$ cat src/rtl/bfp16_round_pack_if.sv
// Stream and debug-counter bundle for the FP32 -> BFP16 round/pack stage.
// Signal names are taken from the block's point of view: i_* flow in, o_* flow out.
interface bfp16_round_pack_if #(
   parameter int SIZE_DATA = 32,
   parameter int SIZE_CNT  = 16
);
   logic [SIZE_DATA-1:0] i_data;
   logic                 i_valid;
   logic                 o_ready;
   logic [SIZE_DATA-1:0] o_data;
   logic                 o_valid;
   logic                 i_ready;
   logic                 i_clr_cnt;
   logic [SIZE_CNT-1:0]  o_cnt_round_up;
   logic [SIZE_CNT-1:0]  o_cnt_overflow;
   logic [SIZE_CNT-1:0]  o_cnt_flush;

   modport master (
      output i_data, i_valid, i_ready, i_clr_cnt,
      input  o_ready, o_data, o_valid, o_cnt_round_up, o_cnt_overflow, o_cnt_flush
   );

   modport slave (
      input  i_data, i_valid, i_ready, i_clr_cnt,
      output o_ready, o_data, o_valid, o_cnt_round_up, o_cnt_overflow, o_cnt_flush
   );
endinterface

$ cat src/rtl/bfp16_round_pack.sv
// Streaming FP32 -> BFP16 converter (round-to-nearest-even) with canonical specials,
// a 2-stage elastic valid/ready pipeline and saturating debug event counters.
module bfp16_round_pack #(
   parameter int SIZE_DATA = 32,
   parameter int SIZE_CNT  = 16
) (
   input  logic              i_clk,
   input  logic              i_rst_n,
   bfp16_round_pack_if.slave bus
);
   localparam int N_CNT       = 3;
   localparam int EV_ROUND_UP = 0;
   localparam int EV_OVERFLOW = 1;
   localparam int EV_FLUSH    = 2;
   localparam logic [SIZE_CNT-1:0] CNT_ONE = {{(SIZE_CNT-1){1'b0}}, 1'b1};

   logic                 s1_valid_q, s1_valid_d;
   logic [SIZE_DATA-1:0] s1_data_q, s1_data_d;
   logic                 s2_valid_q, s2_valid_d;
   logic [SIZE_DATA-1:0] s2_data_q, s2_data_d;

   logic                 s1_adv;
   logic                 ready;
   logic                 in_xfer;
   logic                 out_xfer;

   logic                 sign;
   logic [7:0]           exp_in;
   logic [22:0]          man_in;
   logic                 lsb;
   logic                 guard;
   logic                 sticky;
   logic                 inc;
   logic [14:0]          rnd;
   logic [SIZE_DATA-1:0] conv_data;
   logic [N_CNT-1:0]     conv_ev;
   logic [SIZE_CNT-1:0]  cnt_val [N_CNT];

   // Classification and rounding of the word currently presented at the input.
   always_comb begin
      sign      = bus.i_data[31];
      exp_in    = bus.i_data[30:23];
      man_in    = bus.i_data[22:0];
      lsb       = bus.i_data[16];
      guard     = bus.i_data[15];
      sticky    = |bus.i_data[14:0];
      inc       = guard && (sticky || lsb);
      // Exponent and kept mantissa as one field so a mantissa carry bumps the exponent.
      rnd       = bus.i_data[30:16] + {14'd0, inc};
      conv_data = '0;
      conv_ev   = '0;
      if (exp_in == 8'hFF) begin
         if (man_in != 23'd0) begin
            conv_data = {sign, 8'hFF, 7'h40, 16'h0000};
         end else begin
            conv_data = {sign, 8'hFF, 23'd0};
         end
      end else if (exp_in == 8'h00) begin
         conv_data          = '0;
         conv_ev[EV_FLUSH]  = 1'b1;
      end else begin
         conv_data            = {sign, rnd, 16'h0000};
         conv_ev[EV_ROUND_UP] = inc;
         conv_ev[EV_OVERFLOW] = (rnd[14:7] == 8'hFF);
      end
   end

   assign s1_adv      = s1_valid_q && (!s2_valid_q || bus.i_ready);
   assign ready       = !s1_valid_q || s1_adv;
   assign in_xfer     = bus.i_valid && ready;
   assign out_xfer    = s2_valid_q && bus.i_ready;

   assign bus.o_ready = ready;
   assign bus.o_valid = s2_valid_q;
   assign bus.o_data  = s2_data_q;

   always_comb begin
      s1_valid_d = s1_valid_q;
      s1_data_d  = s1_data_q;
      s2_valid_d = s2_valid_q;
      s2_data_d  = s2_data_q;
      if (in_xfer) begin
         s1_valid_d = 1'b1;
         s1_data_d  = conv_data;
      end else if (s1_adv) begin
         s1_valid_d = 1'b0;
      end
      if (s1_adv) begin
         s2_valid_d = 1'b1;
         s2_data_d  = s1_data_q;
      end else if (out_xfer) begin
         s2_valid_d = 1'b0;
      end
   end

   always_ff @(posedge i_clk or negedge i_rst_n) begin
      if (!i_rst_n) begin
         s1_valid_q <= 1'b0;
         s1_data_q  <= '0;
         s2_valid_q <= 1'b0;
         s2_data_q  <= '0;
      end else begin
         s1_valid_q <= s1_valid_d;
         s1_data_q  <= s1_data_d;
         s2_valid_q <= s2_valid_d;
         s2_data_q  <= s2_data_d;
      end
   end

   // One saturating counter per event; clear wins over a same-cycle event.
   for (genvar gi = 0; gi < N_CNT; gi++) begin : g_cnt
      logic [SIZE_CNT-1:0] cnt_q;
      logic [SIZE_CNT-1:0] cnt_d;

      always_comb begin
         cnt_d = cnt_q;
         if (bus.i_clr_cnt) begin
            cnt_d = '0;
         end else if (in_xfer && conv_ev[gi] && !(&cnt_q)) begin
            cnt_d = cnt_q + CNT_ONE;
         end
      end

      always_ff @(posedge i_clk or negedge i_rst_n) begin
         if (!i_rst_n) begin
            cnt_q <= '0;
         end else begin
            cnt_q <= cnt_d;
         end
      end

      assign cnt_val[gi] = cnt_q;
   end

   assign bus.o_cnt_round_up = cnt_val[EV_ROUND_UP];
   assign bus.o_cnt_overflow = cnt_val[EV_OVERFLOW];
   assign bus.o_cnt_flush    = cnt_val[EV_FLUSH];

endmodule

$ cat src/flat_wrapper.sv
// flat-port wrapper written by rule: the top's interface ports become plain ports
module bfp16_round_pack_flat 
#(
   parameter int SIZE_DATA = 32,
   parameter int SIZE_CNT  = 16
)
  (i_clk, i_rst_n, bus_i_data, bus_i_valid, bus_i_ready, bus_i_clr_cnt, bus_o_ready, bus_o_data, bus_o_valid, bus_o_cnt_round_up, bus_o_cnt_overflow, bus_o_cnt_flush);
  bfp16_round_pack_if #(.SIZE_DATA(SIZE_DATA), .SIZE_CNT(SIZE_CNT)) bus_i ();
  input  logic i_clk;
  input  logic i_rst_n;
  input wire logic [$bits(bus_i.i_data)-1:0] bus_i_data;
  input wire logic [$bits(bus_i.i_valid)-1:0] bus_i_valid;
  input wire logic [$bits(bus_i.i_ready)-1:0] bus_i_ready;
  input wire logic [$bits(bus_i.i_clr_cnt)-1:0] bus_i_clr_cnt;
  output wire logic [$bits(bus_i.o_ready)-1:0] bus_o_ready;
  output wire logic [$bits(bus_i.o_data)-1:0] bus_o_data;
  output wire logic [$bits(bus_i.o_valid)-1:0] bus_o_valid;
  output wire logic [$bits(bus_i.o_cnt_round_up)-1:0] bus_o_cnt_round_up;
  output wire logic [$bits(bus_i.o_cnt_overflow)-1:0] bus_o_cnt_overflow;
  output wire logic [$bits(bus_i.o_cnt_flush)-1:0] bus_o_cnt_flush;
  assign bus_i.i_data = bus_i_data;
  assign bus_i.i_valid = bus_i_valid;
  assign bus_i.i_ready = bus_i_ready;
  assign bus_i.i_clr_cnt = bus_i_clr_cnt;
  assign bus_o_ready = bus_i.o_ready;
  assign bus_o_data = bus_i.o_data;
  assign bus_o_valid = bus_i.o_valid;
  assign bus_o_cnt_round_up = bus_i.o_cnt_round_up;
  assign bus_o_cnt_overflow = bus_i.o_cnt_overflow;
  assign bus_o_cnt_flush = bus_i.o_cnt_flush;
  bfp16_round_pack #(.SIZE_DATA(SIZE_DATA), .SIZE_CNT(SIZE_CNT)) u_core (.i_clk(i_clk), .i_rst_n(i_rst_n), .bus(bus_i));
endmodule
$ cat config.mk
export PLATFORM = sky130hd
export DESIGN_NAME = bfp16_round_pack_flat
export DESIGN_NICKNAME = d
export VERILOG_FILES = /design/src/rtl/bfp16_round_pack_if.sv /design/src/rtl/bfp16_round_pack.sv /design/src/flat_wrapper.sv
export SDC_FILE = /design/constraint.sdc
export NUM_CORES = 1
export LEC_CHECK = 0
export BUFFER_PORTS_ARGS = -buffer_cell sky130_fd_sc_hd__buf_2
export CELL_PAD_IN_SITES_DETAIL_PLACEMENT = 0
export CELL_PAD_IN_SITES_GLOBAL_PLACEMENT = 2
export CORE_MARGIN = 3
export CORE_UTILIZATION = 25
export DETAILED_ROUTE_END_ITERATION = 12
export GPL_ROUTABILITY_DRIVEN = 0
export PLACE_DENSITY_LB_ADDON = 0.1
export REMOVE_ABC_BUFFERS = 1
export SYNTH_ARGS = -nofsm -noshare
export SYNTH_HDL_FRONTEND = slang
export SYNTH_SLANG_ARGS = --single-unit
$ cat constraint.sdc
create_clock -name i_clk -period 5.4 [get_ports i_clk]
set_input_delay 0.54 -clock i_clk [delete_from_list [all_inputs] [get_ports i_clk]]
set_output_delay 0.54 -clock i_clk [all_outputs]
set_load 0.01 [all_outputs]
==> run_results.csv, run 1 <==
group,metric,value,unit
detailed_routing,drc,0,
grt,grt_pass1_vias,3817,
synth,synth_top_area_share,46.25,%
finish,fin_nets,604,
worst_setup_path,reg2reg_depth,6,
floorplanning,core,0.01736,sq mm
synth,yosysUniqueCellTypes,50,
pwr,ir_drop,0.1545,mV
synth,syn_avg_cell_area,9.541,sq um
status,outcome,"finished clean",
worst_setup_path,required,5630,ps
timing,fin_setup_tns,0,ps
clock_network,htreeDepth,3,
clock_network,clk_pin_slew,60,ps
synth,yosysWarnings,0,
detailed_routing,dr.pass1.iters,4,
worst_setup_path,cp.arrival,3180,ps
clock_network,clock-sinks,82,
finish,seq_area,0.002052,sq mm
clock_network,cts_resized,0,
floorplanning,start_util,25.56,%
clock_network,clk_root_buffer_cell,"clkbuf_16",
timing,hold_viol,0,
pwr,power,1.488,mW
finish,drive_above_1_share,25.93,%
timing,period_minus_slack,2955,ps
floorplanning,row_count,48,
pwr,power_leakage,2.399,nW
timing,slew_headroom,34.40,%
synth,ys_seq_elements,82,
synth,synth_edf_count,0,
floorplanning,pin_count,119,
floorplanning,die_area,0.01938,sq mm
finish,multi_input_area,0.002223,sq mm
worst_setup_path,cp_max_fo,9,
flow_run,max-cap-violations,0,
timing,finalSetupViolations,0,
detailed_routing,via_count,3778,
timing,fmax,0.3384,GHz
finish,n_antenna_cell,0,
worst_setup_path,critPathLaunchType,"input pin",
detailed_routing,drt_wl_total,12400,um
clock_network,clock_latency,340,ps
clock_network,hold_buffers,0,
floorplanning,die_w,139.2,um
finish,nFillCells,1872,
detailed_routing,wl_per_cell,15.66,um
worst_setup_path,reg2reg_setup_slack,2460,ps
synth,synth_top_area_cell,"dfrtp_1",
synth,synth_area_leaders,"dfrtp_1 (46%), mux2_2 (5.6%), xnor2_1 (4.9%)",
grt,grt_usage,13.29,%
clock_network,cts_buffers,9,
place,portBuffers,102,
synth,synthArstFlopShare,100.0,%
detailed_routing,ant_nets,0,
hold_path,hold_path_class,"input pin to asynchronous set/reset pin",
floorplanning,die_h,139.2,um
timing,worstMarginPinSlew,975.9,ps
worst_setup_path,end_kind,"flip-flop",
synth,seq_area_frac_synth,46.25,%
timing,grt_setup_unrepaired,"no",
clock_network,clk_path_buf_depth,2,
worst_setup_path,reg2reg_to,"u_core.bus.o_cnt_overflow[5]$_DFFE_PN0P_",
worst_setup_path,crit_type,"input pin to flip-flop",
timing,min_period_over_period,54.73,%
grt,grt_max_degree,57,
worst_setup_path,worstReg2RegStart,"u_core.s1_valid_q$_DFFE_PN0P_",
detailed_routing,drt_iter0_markers,234,
timing,clock_skew,7.256,ps
detailed_routing,via_per_inst,4.770,
synth,synth_cells,465,
place,dp_hpwl,9043,um
clock_network,post_cts_buffers,0,
finish,area_growth_syn_to_layout,22.00,%
grt,overflow,0,
grt,grt_pass1_wl,20930,um
grt,antenna_found_initial,0,
synth,syn-cell-area,0.004437,sq mm
synth,synthFlopType,"dfrtp_1",
timing,drv_slew,0,
clock_network,cts_tree,"done",
pwr,power_density,274.9,mW/mm^2
-- worst max-delay path by stage --
stage,startpoint,end,slack [ps],depth (start not counted)
finish,bus_i_data[15],u_core.bus.o_cnt_overflow[5]$_DFFE_PN0P_,2440,9
global route,bus_i_data[16],u_core.bus.o_cnt_overflow[5]$_DFFE_PN0P_,2180,9
CTS,bus_i_data[15],u_core.bus.o_cnt_overflow[5]$_DFFE_PN0P_,2420,9
detailed placement,bus_i_data[15],u_core.bus.o_cnt_overflow[5]$_DFFE_PN0P_,2030,9
global placement,bus_i_data[15],u_core.bus.o_cnt_overflow[5]$_DFFE_PN0P_,2180,9
floorplan,bus_i_data[16],u_core.bus.o_cnt_overflow[5]$_DFFE_PN0P_,2410,8
-- critical path, cell delays in order --
cell	delay, ps
buf_2	150
and2_1	140
ha_1	250
nand4_1	180
nor3_1	250
xnor2_1	200
nor4_2	880
and3_1	270
mux2_1	310
-- Yosys cell counts, drive strengths merged, types with 13 or more instances --
master,instances
dfrtp,82
nor2,54
nand2,32
xnor2,25
mux2,24
nor3,24
nand3,23
nand4,19
buf,18
nor4,17
clkbuf,15
a21oi,14
and3,13
-- stage by stage --
stage / instances / utilization (%) / instance area [sq um] / hold WS, ps / setup slack (ps)
2_1_floorplan: 447 / - / 4303 / 244.4 / 2414
3_3_place_gp: 777 / 29.53 / 5126 / 458.8 / 2178
3_5_place_dp: 777 / 29.53 / 5126 / 465.2 / 2035
4_1_cts: 792 / 31.19 / 5413 / 159.6 / 2417
5_1_grt: 792 / 31.19 / 5413 / 185.9 / 2177
6_report: 792 / 31.19 / 5413 / 146.3 / 2445
-- sequential cells by signal (all words and copies together), names as in the netlist --
signal / cells
u_core.bus.o_cnt_overflow: 16
u_core.bus.o_data: 16
u_core.s1_valid_q: 1
u_core.bus.o_cnt_flush: 16
u_core.bus.o_valid: 1
u_core.s1_data_q: 16
u_core.bus.o_cnt_round_up: 16
-- layout by cell type, fill, tap and decap left out, drive strengths merged, types with 5 or more instances in the layout --
| cell | instances |
|---|---|
| buf | 105 |
| dfrtp | 82 |
| nor2 | 54 |
| nand2 | 32 |
| xnor2 | 25 |
| nor3 | 24 |
| mux2 | 24 |
| nand3 | 23 |
| nand4 | 19 |
| nor4 | 17 |
| conb | 16 |
| a21oi | 14 |
| and3 | 13 |
| clkbuf | 12 |
| nor2b | 11 |
| o21ai | 11 |
| inv | 9 |
| xor2 | 9 |
| and4 | 8 |
| and2 | 5 |
| a31oi | 5 |
-- power breakdown --
part,switching [mW],internal [mW],leakage (nW)
Sequential,0.0243,0.664,1.07
Combinational,0.106,0.0771,1.18
Clock,0.249,0.367,0.142
-- logic make-up after synthesis --
logic type,share of synthesized area [%]
and+or+nand+nor,26.54
DFF,46.25
AOI/OAI and AO/OA,7.615
buffers and inverters,5.048
xor gates and xnor gates,6.712
muxes,6.627
adders and majority gates,1.128
other,0.08452
-- per-layer routing --
layer  routed length [um]  up-vias  GRT usage (%)
met3                  505       14          2.577
met5                    0        -              0
li1                     -     1833              -
met2                 5523       87          20.30
met1                 6147     1844          18.79
met4                  226        0          4.737
-- layout make-up --
type / count / share of cell area, %
sequential: 82 / 37.91
multi-input combinational: 356 / 41.08
tap: 225 / 5.201
inverter: 9 / 0.6241
timing repair buffer: 105 / 9.894
clock buffer: 12 / 4.554
clock inverter: 3 / 0.7397
(Power assumes the default switching activity.)
==> run 2: changes to the inputs <==
==> constraint.sdc (replaced) <==
create_clock -name i_clk -period 2.9 [get_ports i_clk]
set_input_delay 0.29 -clock i_clk [delete_from_list [all_inputs] [get_ports i_clk]]
set_output_delay 0.29 -clock i_clk [all_outputs]
set_load 0.01 [all_outputs]
==> run 2 against run 1 <==
Critical path depth decreased by 1; power increased by 81%; highest routed layer unchanged; first-iteration DRC count increased by 5.1%.
==> run_results.csv, run 2 (synthesis results as in run 1) <==
group,metric,value,unit
status,outcome,"finished clean",
timing,finalSetupViolations,0,
pwr,p_sw,0.7065,mW
floorplanning,die_h,139.2,um
worst_setup_path,crit_type,"input pin to flip-flop",
place,portBuffers,102,
clock_network,clk_root_buffer_cell,"clkbuf_16",
place,dp_hpwl,9267,um
grt,grt_max_degree,44,
finish,fin_cells,803,
worst_setup_path,cp_max_fo,8,
timing,grt_setup_unrepaired,"no",
finish,fin_nets,614,
timing,period_minus_slack,2354,ps
grt,grt_pass1_vias,3656,
finish,area_growth_syn_to_layout,23.55,%
clock_network,clock_latency,340,ps
timing,min_period_over_period,81.19,%
detailed_routing,ant_nets,0,
worst_setup_path,cp.arrival,2580,ps
pwr,comb_power_share,13.1,%
clock_network,cts_resized,0,
floorplanning,start_util,25.56,%
worst_setup_path,path_buf_inv,2,
place,dp_slack,211.6,ps
finish,n_antenna_cell,0,
pwr,p_clk_share,39.4,%
floorplanning,core,0.01736,sq mm
detailed_routing,wl_per_cell,15.68,um
pwr,power_leakage,2.443,nW
timing,fin_ws,545.6,ps
clock_network,cts_tree,"done",
timing,drv_slew,0,
pwr,ir_drop,0.2614,mV
finish,most-common-layout-cells,"buf_2 (101), dfrtp_1 (82), nor2_1 (54)",
grt,grt_pass1_wl,20400,um
clock_network,post_cts_buffers,0,
floorplanning,die_w,139.2,um
clock_network,htreeDepth,3,
detailed_routing,drc,0,
detailed_routing,via_per_inst,4.699,
clock_network,cts_buffers,9,
pwr,power_density,491.5,mW/mm^2
finish,drive_above_1_share,26.99,%
finish,final_area,0.005482,sq mm
worst_setup_path,critPathMaxStageDelay,410,ps
hold_path,hold_path_class,"input pin to flip-flop",
grt,grt_usage,13.10,%
worst_setup_path,path_cells,"buf_2 > nand4_2 > or3_1 > a211o_1 > or2_0 > buf_4 > nor4b_1 > mux2_2",
timing,hold_viol,0,
detailed_routing,dr.pass1.iters,4,
clock_network,clock-sinks,82,
detailed_routing,via_count,3773,
detailed_routing,drt_wl_total,12590,um
clock_network,hold_buffers,1,
worst_setup_path,critPathLaunchType,"input pin",
floorplanning,row_count,48,
pwr,seqPwrFrac,47.5,%
place,dpl_cell_area,0.005206,sq mm
flow_run,max-cap-violations,0,
timing,worstMarginPinSlew,865.1,ps
timing,fin_setup_tns,0,ps
timing,fmax,0.4247,GHz
clock_network,clk_pin_slew,60,ps
finish,mostFrequentLayoutCell,"buf_2",
grt,overflow,0,
worst_setup_path,required,3120,ps
pwr,p_int,1.988,mW
worst_setup_path,cp_top_family,"simple AND/OR/NAND/NOR gates",
detailed_routing,drt_iter0_markers,246,
floorplanning,die_area,0.01938,sq mm
floorplanning,pin_count,119,
worst_setup_path,end_kind,"flip-flop",
worst_setup_path,cpMaxStageDelayCell,"or3_1",
pwr,p_sw_share,26.22,%
clock_network,clk_path_buf_depth,2,
grt,antenna_found_initial,0,
timing,clock_skew,5.870,ps
place,dp_cells,786,
timing,slew_headroom,42.27,%
==> run 2: cell count changes in the layout (fill, tap and decap cells not counted), sizes merged <==
cell         change
bufinv           -1
clkinv           +1
dlygate4sd3      +1
buf              +9
clkbuf           +1
==> run 2: path summary, 6_finish.rpt <==
path                                                   from                                        end  slack, ps  depth (start not counted)
max in group asynchronous                           i_rst_n   u_core.bus.o_cnt_overflow[9]$_DFFE_PN0P_       1750                          3
max reg2reg                  u_core.bus.o_valid$_DFFE_PN0P_  u_core.bus.o_cnt_overflow[11]$_DFFE_PN0P_        580                          7
min in group asynchronous                           i_rst_n          u_core.bus.o_data[21]$_DFFE_PN0P_        500                          2
min reg2reg                u_core.s1_data_q[21]$_DFFE_PN0P_           u_core.s1_data_q[21]$_DFFE_PN0P_        480                          2
max                                          bus_i_data[15]  u_core.bus.o_cnt_overflow[11]$_DFFE_PN0P_        550                          8
min                                          bus_i_data[31]           u_core.s1_data_q[31]$_DFFE_PN0P_        200                          3
==> run 2: layer usage <==
| layer | vias to the layer above | part of all wire [%] | global-route usage [%] |
|---|---|---|---|
| met5 | - | 0 | 0 |
| met4 | 0 | 1.6 | 4.634 |
| li1 | 1854 | - | - |
| met3 | 12 | 4.3 | 2.234 |
| met2 | 88 | 45 | 20.17 |
| met1 | 1819 | 49 | 18.62 |
==> run 2: area by class of cell <==
class / instances / area, sq um
well taps: 225 / 281.5
fillers: 1842 / 11880
clock buffers: 13 / 250.2
multi-input cells: 356 / 2223
flip-flops and latches: 82 / 2052
inverters: 9 / 33.78
clock inverters: 3 / 15.01
repair buffers: 115 / 625.6
==> run 2: tightest hold or removal path, delay by kind of cell <==
family | cells | cell delay (ps)
and+or+nand+nor | 2 | 130
buffers and inverters | 1 | 90
==> run 2: power groups by stage <==
stage / clock [mW] / combinational, mW / sequential, mW
after global placement: 0 / 0.358 / 1.30
after global routing: 1.15 / 0.396 / 1.29
after floorplan: 0 / 0.143 / 1.33
after CTS: 1.11 / 0.366 / 1.28
final: 1.06 / 0.354 / 1.28
after detailed placement: 0 / 0.364 / 1.30
==> run 2: through the flow <==
stage / hold WS [ps] / utilization [%] / total power, mW
after floorplan: -5.591 / - / 1.468
after global placement: 337.1 / 30.00 / 1.658
after detailed placement: 341.8 / 30.00 / 1.667
after CTS: 192.2 / 31.58 / 2.758
after global routing: 234.4 / 31.58 / 2.833
final: 201.3 / 31.58 / 2.694
==> run 3: changes to the inputs <==
==> constraint.sdc (replaced) <==
create_clock -name i_clk -period 2.3 [get_ports i_clk]
set_input_delay 0.23 -clock i_clk [delete_from_list [all_inputs] [get_ports i_clk]]
set_output_delay 0.23 -clock i_clk [all_outputs]
set_load 0.01 [all_outputs]
==> run 3 against run 2 <==
Routed wire length rose by 0.53%; clock power rose by 50%; clock-buffer cell count did not move; sequential share of layout area fell by 1.8 points; critical path type is now flip-flop to flip-flop; worst hold slack got worse by 73 ps; register-to-register slack got worse by 450 ps; largest cell class unchanged; power rose by 36%; critical endpoint is now u_core.bus.o_cnt_overflow[15]$_DFFE_PN0P_; final area rose by 5.1%; worst setup slack got worse by 410 ps.
==> run_results.csv, run 3 (synthesis results as in run 1) <==
group,metric,value,unit
grt,overflow,0,
detailed_routing,top_layer,"met4",
timing,fin_ws,130.9,ps
finish,drive_above_1_share,30.64,%
timing,period_minus_slack,2169,ps
timing,grt_setup_unrepaired,"no",
clock_network,post_cts_buffers,0,
finish,final_util,33.20,%
flow_run,max-cap-violations,0,
finish,most-common-layout-cells,"buf_2 (101), dfrtp_1 (82), nor2_1 (54)",
worst_setup_path,critPathLaunchType,"flip-flop",
grt,grt_max_degree,36,
floorplanning,die_w,139.2,um
pwr,power_leakage,2.609,nW
detailed_routing,drt-met1-wl,5994,um
timing,worstMarginPinSlew,672.8,ps
status,outcome,"finished clean",
detailed_routing,met2_length,5770,um
floorplanning,core,0.01736,sq mm
timing,finalSetupViolations,0,
detailed_routing,via_per_inst,4.663,
detailed_routing,ant_nets,0,
worst_setup_path,required,2530,ps
floorplanning,die_h,139.2,um
timing,fin_setup_tns,0,ps
finish,multi_input_area,0.002223,sq mm
detailed_routing,drc,0,
finish,fin_cells,832,
timing,slew_headroom,55.15,%
finish,fin_nets,644,
grt,grt_pass1_wl,21230,um
timing,fmax,0.4610,GHz
grt,antenna_found_initial,0,
finish,area_growth_syn_to_layout,29.86,%
clock_network,clk_path_buf_depth,2,
worst_setup_path,crit_type,"flip-flop to flip-flop",
finish,mostFrequentLayoutCell,"buf_2",
detailed_routing,drt_wl_total,12660,um
clock_network,clk_pin_slew,60,ps
clock_network,htreeDepth,3,
floorplanning,die_area,0.01938,sq mm
clock_network,cts_tree,"done",
place,portBuffers,102,
finish,nFillCells,1845,
clock_network,cts_resized,0,
floorplanning,start_util,25.56,%
floorplanning,pin_count,119,
detailed_routing,wl_met3,619,um
finish,seq_area,0.002052,sq mm
worst_setup_path,cp.arrival,2400,ps
detailed_routing,via_count,3880,
timing,clock_skew,6.333,ps
pwr,power_density,637.1,mW/mm^2
place,dp_slack,-121.9,ps
pwr,ir_drop,0.3343,mV
floorplanning,row_count,48,
timing,drv_slew,0,
grt,grt_usage,13.63,%
clock_network,cts_buffers,9,
detailed_routing,wl_per_cell,15.21,um
finish,n_antenna_cell,0,
worst_setup_path,end_kind,"flip-flop",
detailed_routing,drt_iter0_markers,196,
timing,whs,128.7,ps
timing,min_period_over_period,94.31,%
hold_path,hold_path_class,"input pin to flip-flop",
detailed_routing,dr.pass1.iters,5,
clock_network,clk_root_buffer_cell,"clkbuf_16",
clock_network,clock-sinks,82,
place,dp_hpwl,9633,um
place,dp_cells,816,
grt,grt_pass1_vias,4011,
worst_setup_path,cp_max_fo,7,
timing,hold_viol,0,
clock_network,clock_latency,350,ps
==> run 3: cell count changes in the layout (fill, tap and decap cells not counted) <==
cell | before | now
clkinv_2 | 3 | 0
clkbuf_1 | 3 | 2
clkbuf_8 | 1 | 2
buf_4 | 12 | 42
bufinv_16 | 0 | 2
==> run 3: repair_timing <==
action,4_1_cts,5_1_grt
endpoints found under the hold margin,24,0
hold buffers,1,0
endpoints found under the setup margin,0,0
==> run 3: worst paths after layout <==
kind                       depth (start not counted)                                   endpoint  slack (ps)                        startpoint
setup / recovery                                   7  u_core.bus.o_cnt_overflow[15]$_DFFE_PN0P_         130    u_core.bus.o_valid$_DFFE_PN0P_
hold / removal                                     3           u_core.s1_data_q[31]$_DFFE_PN0P_         130                    bus_i_data[31]
setup reg to reg                                   7  u_core.bus.o_cnt_overflow[15]$_DFFE_PN0P_         130    u_core.bus.o_valid$_DFFE_PN0P_
hold reg to reg                                    2           u_core.s1_data_q[27]$_DFFE_PN0P_         470  u_core.s1_data_q[27]$_DFFE_PN0P_
max in group asynchronous                          3           u_core.s1_data_q[18]$_DFFE_PN0P_        1300                           i_rst_n
min in group asynchronous                          2          u_core.bus.o_data[21]$_DFFE_PN0P_         350                           i_rst_n
==> run 3: power by group <==
part,internal [mW],switching (mW),total [mW]
combinational,0.213,0.256,0.469
sequential,1.56,0.0553,1.61
clock,1.01,0.583,1.59
==> run 3: through the flow <==
step / total power, mW / instance area (sq um)
global route: 3.851 / 5762
finish: 3.671 / 5762
floorplan: 1.851 / 4303
global placement: 2.115 / 5431
CTS: 3.755 / 5762
detailed placement: 2.124 / 5431
==> run 3: layout make-up <==
cell class | count | share of cell area [%]
Inverter | 9 | 0.5863
Clock inverter | 2 | 1.042
Clock buffer | 13 | 4.517
Multi-Input combinational cell | 356 | 38.59
Tap cell | 225 | 4.886
Timing Repair Buffer | 145 | 14.77
Sequential cell | 82 | 35.61
==> run 3: metal layers <==
layer  track usage [%]  vias up
li1                  -     1921
met1             18.12     1849
met2             21.76       94
met3             2.612       16
met4             5.819        0
met5                 0        -
==> run 3: critical path: stages (launching register included) <==
cell      delay (ps)
dfrtp_1          400
nand3b_1         120
nand2_1          110
a211o_1          310
or2_0            240
buf_4            170
nor4_1           340
mux2_2           370
